`src/rtl/mux41_rr.sv`:
```
// mux41_rr: merges four WIDTH-bit valid/ready lanes into one registered stream tagged with the source lane.
// Latency: 1 cycle from lane accept to y_valid; sustains 1 word/cycle when y_ready stays high.
// Backpressure: while y_valid && !y_ready the output is held and no lane is granted (a_ready=0).
//
// Ports:
//   clk      - system clock, all state updates on the rising edge
//   rst      - synchronous active-high reset
//   a        - packed lane data, lane i = a[i*WIDTH +: WIDTH]
//   a_valid  - lane i offers a word
//   a_ready  - lane i word accepted this cycle (combinational, one-hot or zero)
//   y        - registered output data
//   y_sel    - source lane index of y
//   y_valid  - y/y_sel hold a word
//   y_ready  - downstream accepts y this cycle
module mux41_rr #(
    parameter int WIDTH = 4
) (
    input  logic                 clk,
    input  logic                 rst,
    input  logic [4*WIDTH-1:0]   a,
    input  logic [3:0]           a_valid,
    output logic [3:0]           a_ready,
    output logic [WIDTH-1:0]     y,
    output logic [1:0]           y_sel,
    output logic                 y_valid,
    input  logic                 y_ready
);

    // Round-robin pointer: the lane with highest priority in the next search.
    logic [1:0] ptr;

    // The output register can take a new word when empty or when it drains this cycle.
    logic       load;
    logic       found;
    logic [1:0] grant;
    logic       accept;

    assign load = !rst && (!y_valid || y_ready);

    // Priority search starting at ptr. Iterating from the farthest offset down to
    // offset 0 lets the nearest valid lane overwrite any farther candidate.
    // The 2-bit sum wraps naturally, giving the mod-4 rotation.
    always_comb begin
        found = 1'b0;
        grant = ptr;
        for (int k = 3; k >= 0; k--) begin
            if (a_valid[ptr + 2'(k)]) begin
                found = 1'b1;
                grant = ptr + 2'(k);
            end
        end
    end

    assign accept  = found && load;
    assign a_ready = accept ? (4'b0001 << grant) : 4'b0000;

    always_ff @(posedge clk) begin
        if (rst) begin
            y       <= '0;
            y_sel   <= 2'd0;
            y_valid <= 1'b0;
            ptr     <= 2'd0;
        end else if (accept) begin
            // Covers both the empty case and drain+accept in the same cycle.
            y       <= a[int'(grant)*WIDTH +: WIDTH];
            y_sel   <= grant;
            y_valid <= 1'b1;
            ptr     <= grant + 2'd1;
        end else if (y_valid && y_ready) begin
            // Drain without refill: data and tag keep their last values.
            y_valid <= 1'b0;
        end
    end

endmodule

```
`config.mk`:
```
export PLATFORM = sky130hd
export DESIGN_NAME = mux41_rr
export DESIGN_NICKNAME = d
export VERILOG_FILES = /design/src/rtl/mux41_rr.sv
export SDC_FILE = /design/constraint.sdc
export NUM_CORES = 1
export LEC_CHECK = 0
export BUFFER_PORTS_ARGS = -buffer_cell sky130_fd_sc_hd__buf_2
export CELL_PAD_IN_SITES_DETAIL_PLACEMENT = 1
export CELL_PAD_IN_SITES_GLOBAL_PLACEMENT = 1
export CORE_MARGIN = 2
export CORE_UTILIZATION = 32
export DETAILED_ROUTE_END_ITERATION = 7
export GPL_ROUTABILITY_DRIVEN = 0
export PLACE_DENSITY = 0.79
export SLEW_MARGIN = 20
export SYNTH_ARGS = -nofsm -noshare
export SYNTH_HDL_FRONTEND = slang
export SYNTH_SLANG_ARGS = --single-unit
```
`constraint.sdc`:
```
create_clock -name clk -period 4.45 [get_ports clk]
set_clock_uncertainty 0.2 [all_clocks]
set_input_delay 0.89 -clock clk [delete_from_list [all_inputs] [get_ports clk]]
set_output_delay 0.89 -clock clk [all_outputs]
set_load 0.02 [all_outputs]
```
==> results.ini <==
[die]
fp.dieH_um=47.6
die_area_um2=2260
row_count=15
start_util=0.345
io-pin-count=34
die_w_um=47.6
core-area_um2=1760

[logic_synthesis]
ys_types=27
syn-instance-count=66
syn_avg_cell_area_um2=9.21
synth_nets=89
yosysSeqAreaShare=0.296
yosys_warnings=0
syn-cell-area_um2=608
ys_seq_elements=9

[clock_tree]
root_buffer=clkbuf_4
cts_max_level=1
numCtsBuffers=3
clk_pin_slew_ns=0.06
clk_path_buf_depth=2
worstSkewPairLatency_ns=0.27
hold_buffers=0
cts_setup_buffers=0
cts_resized=0
clock-sinks=9
cts_tree=done

[place]
hpwl_um=1340
io_buffers=33

[route]
drt-total-wl_um=1650
via_count=625
drt_iter0_drc=3
drt.antenna.violating_nets=0
wl_per_cell_um=13.2
drc=0
drt-pass1-iter-count=2
vias_per_cell=5.00

[final_layout]
antennaDiodeCount=0
area_growth_pct=33.3
drive_gt1_frac=0.470
layout_common_cells=buf_2 (33), dfxtp_1 (9), nor2_1 (8), mux2i_1 (8), nand3b_1 (6)
final_common_cell=buf_2
nNetsFinal=124

[global_route]
overflow=0
grt_antenna_before_repair=0
grt_pass1_vias=580
grt_pass1_wl_um=2660
use_met3=0.0566
met2_usage=0.276
track_usage=0.177
busiest_layer=met2
globalRouteMet1Util=0.203
grt_max_degree=12

[flow_run]
drv_cap=0

[timing]
hold_violations=0
max_freq_ghz=0.317
tightest_slew_ns=0.329
finalSetupViolCount=0
timing.setup.tns_ns=0
rsz0062_at_grt=no
finalCriticalPeriod_ns=3.15
drv_slew=0
fin_crit_sh=0.709
relSlewSlack=0.779

[pwr]
power_uw=268
ir_drop_mv=0.158
p_per_area_nw_per_um2=331
leakage_uw=0.000393

[hold_path]
hp-class=flop to flop
hp-start=y_sel[1]
hold_depth=2
min_to=y_sel[1]

[critical_path]
cp.arrival_ns=2.06
startpoint_type=input pin
path_max_fanout=6
r2r_end=y[3]
reg2reg_slack_ns=2.64
end_kind=output pin
required_ns=3.36
critPathKind=input pin to output pin
ff2ff_path_depth=5
r2r_start=ptr[1]

[run_status]
status=finished, final reports clean

## where the power goes
group | switching (uW) | internal (uW)
sequential | 7.93 | 92.8
clock | 29.2 | 34.6
combinational | 59.2 | 44.3
## worst max-delay path by stage
stage | slack (ns) | start | end
2_1_floorplan | 1.51 | a_valid[2] | a_ready[0]
3_3_place_gp | 1.32 | a_valid[2] | a_ready[1]
3_5_place_dp | 1.31 | a_valid[2] | a_ready[1]
4_1_cts | 1.29 | a_valid[2] | a_ready[1]
5_1_grt | 1.21 | a_valid[2] | a_ready[1]
6_report | 1.30 | a_valid[2] | a_ready[1]
## kinds of logic after synthesis
kind of cell | count (synthesis) | synth area share
simple gates | 30 | 0.309
compound gates | 14 | 0.210
flops | 9 | 0.296
mux | 8 | 0.132
buf+inv | 4 | 0.0391
xor+xnor | 1 | 0.0144
## synthesized netlist by cell type (all sizes together)
| cell type | n | area (um2) |
|---|---|---|
| a211oi | 1 | 12.5 |
| clkbuf | 1 | 3.75 |
| buf | 2 | 16.3 |
| inv | 1 | 3.75 |
| o31ai | 1 | 21.3 |
| nand3 | 1 | 10.0 |
| and3 | 1 | 11.3 |
| nand2 | 3 | 11.3 |
| a21o | 1 | 7.51 |
| xnor2 | 1 | 8.76 |
| o221ai | 4 | 35.0 |
| o21ai | 5 | 32.5 |
| nor2 | 8 | 30.0 |
| dfxtp | 9 | 180 |
| mux2i | 8 | 80.1 |
| nand2b | 1 | 6.26 |
| nor4 | 1 | 12.5 |
| a21boi | 1 | 7.51 |
| nor2b | 5 | 33.8 |
| or3 | 2 | 12.5 |
| o21bai | 1 | 11.3 |
| nor3 | 2 | 15.0 |
| nand3b | 6 | 45.0 |
## critical path, stage by stage
cell,delay (ns)
buf_2,0.12
nor2b_1,0.15
o21ai_1,0.20
o31ai_4,0.11
nand2b_1,0.26
nor2_1,0.15
buf_2,0.18
## state kept, by name, indices dropped and copies added, names as in the netlist
register / count
y: 4
ptr: 2
y_sel: 2
y_valid: 1
## stage by stage
step	instance area [um2]	utilization	cells	hold WS [ns]	setup WS, ns
after floorplan	608	-	66	0.341	1.51
after global placement	785	0.445	121	0.258	1.32
after detailed placement	785	0.445	121	0.267	1.31
after CTS	811	0.460	125	0.282	1.29
after global routing	811	0.460	125	0.308	1.21
final	811	0.460	125	0.281	1.30
## layout make-up
type,count,area (um2)
Inverter,1,3.75
Sequential cell,9,180
Multi-Input combinational cell,53,404
Fill cell,235,953
Timing Repair Buffer,33,165
Clock buffer,4,26.3
Tap cell,25,31.3
## metal layers
| layer | vias to the layer above | wire (um) |
|---|---|---|
| li1 | 312 | - |
| met1 | 291 | 679 |
| met2 | 17 | 840 |
| met3 | 5 | 79 |
| met4 | 0 | 46 |
| met5 | - | 0 |
No activity file was read; power rests on OpenSTA's default activity.
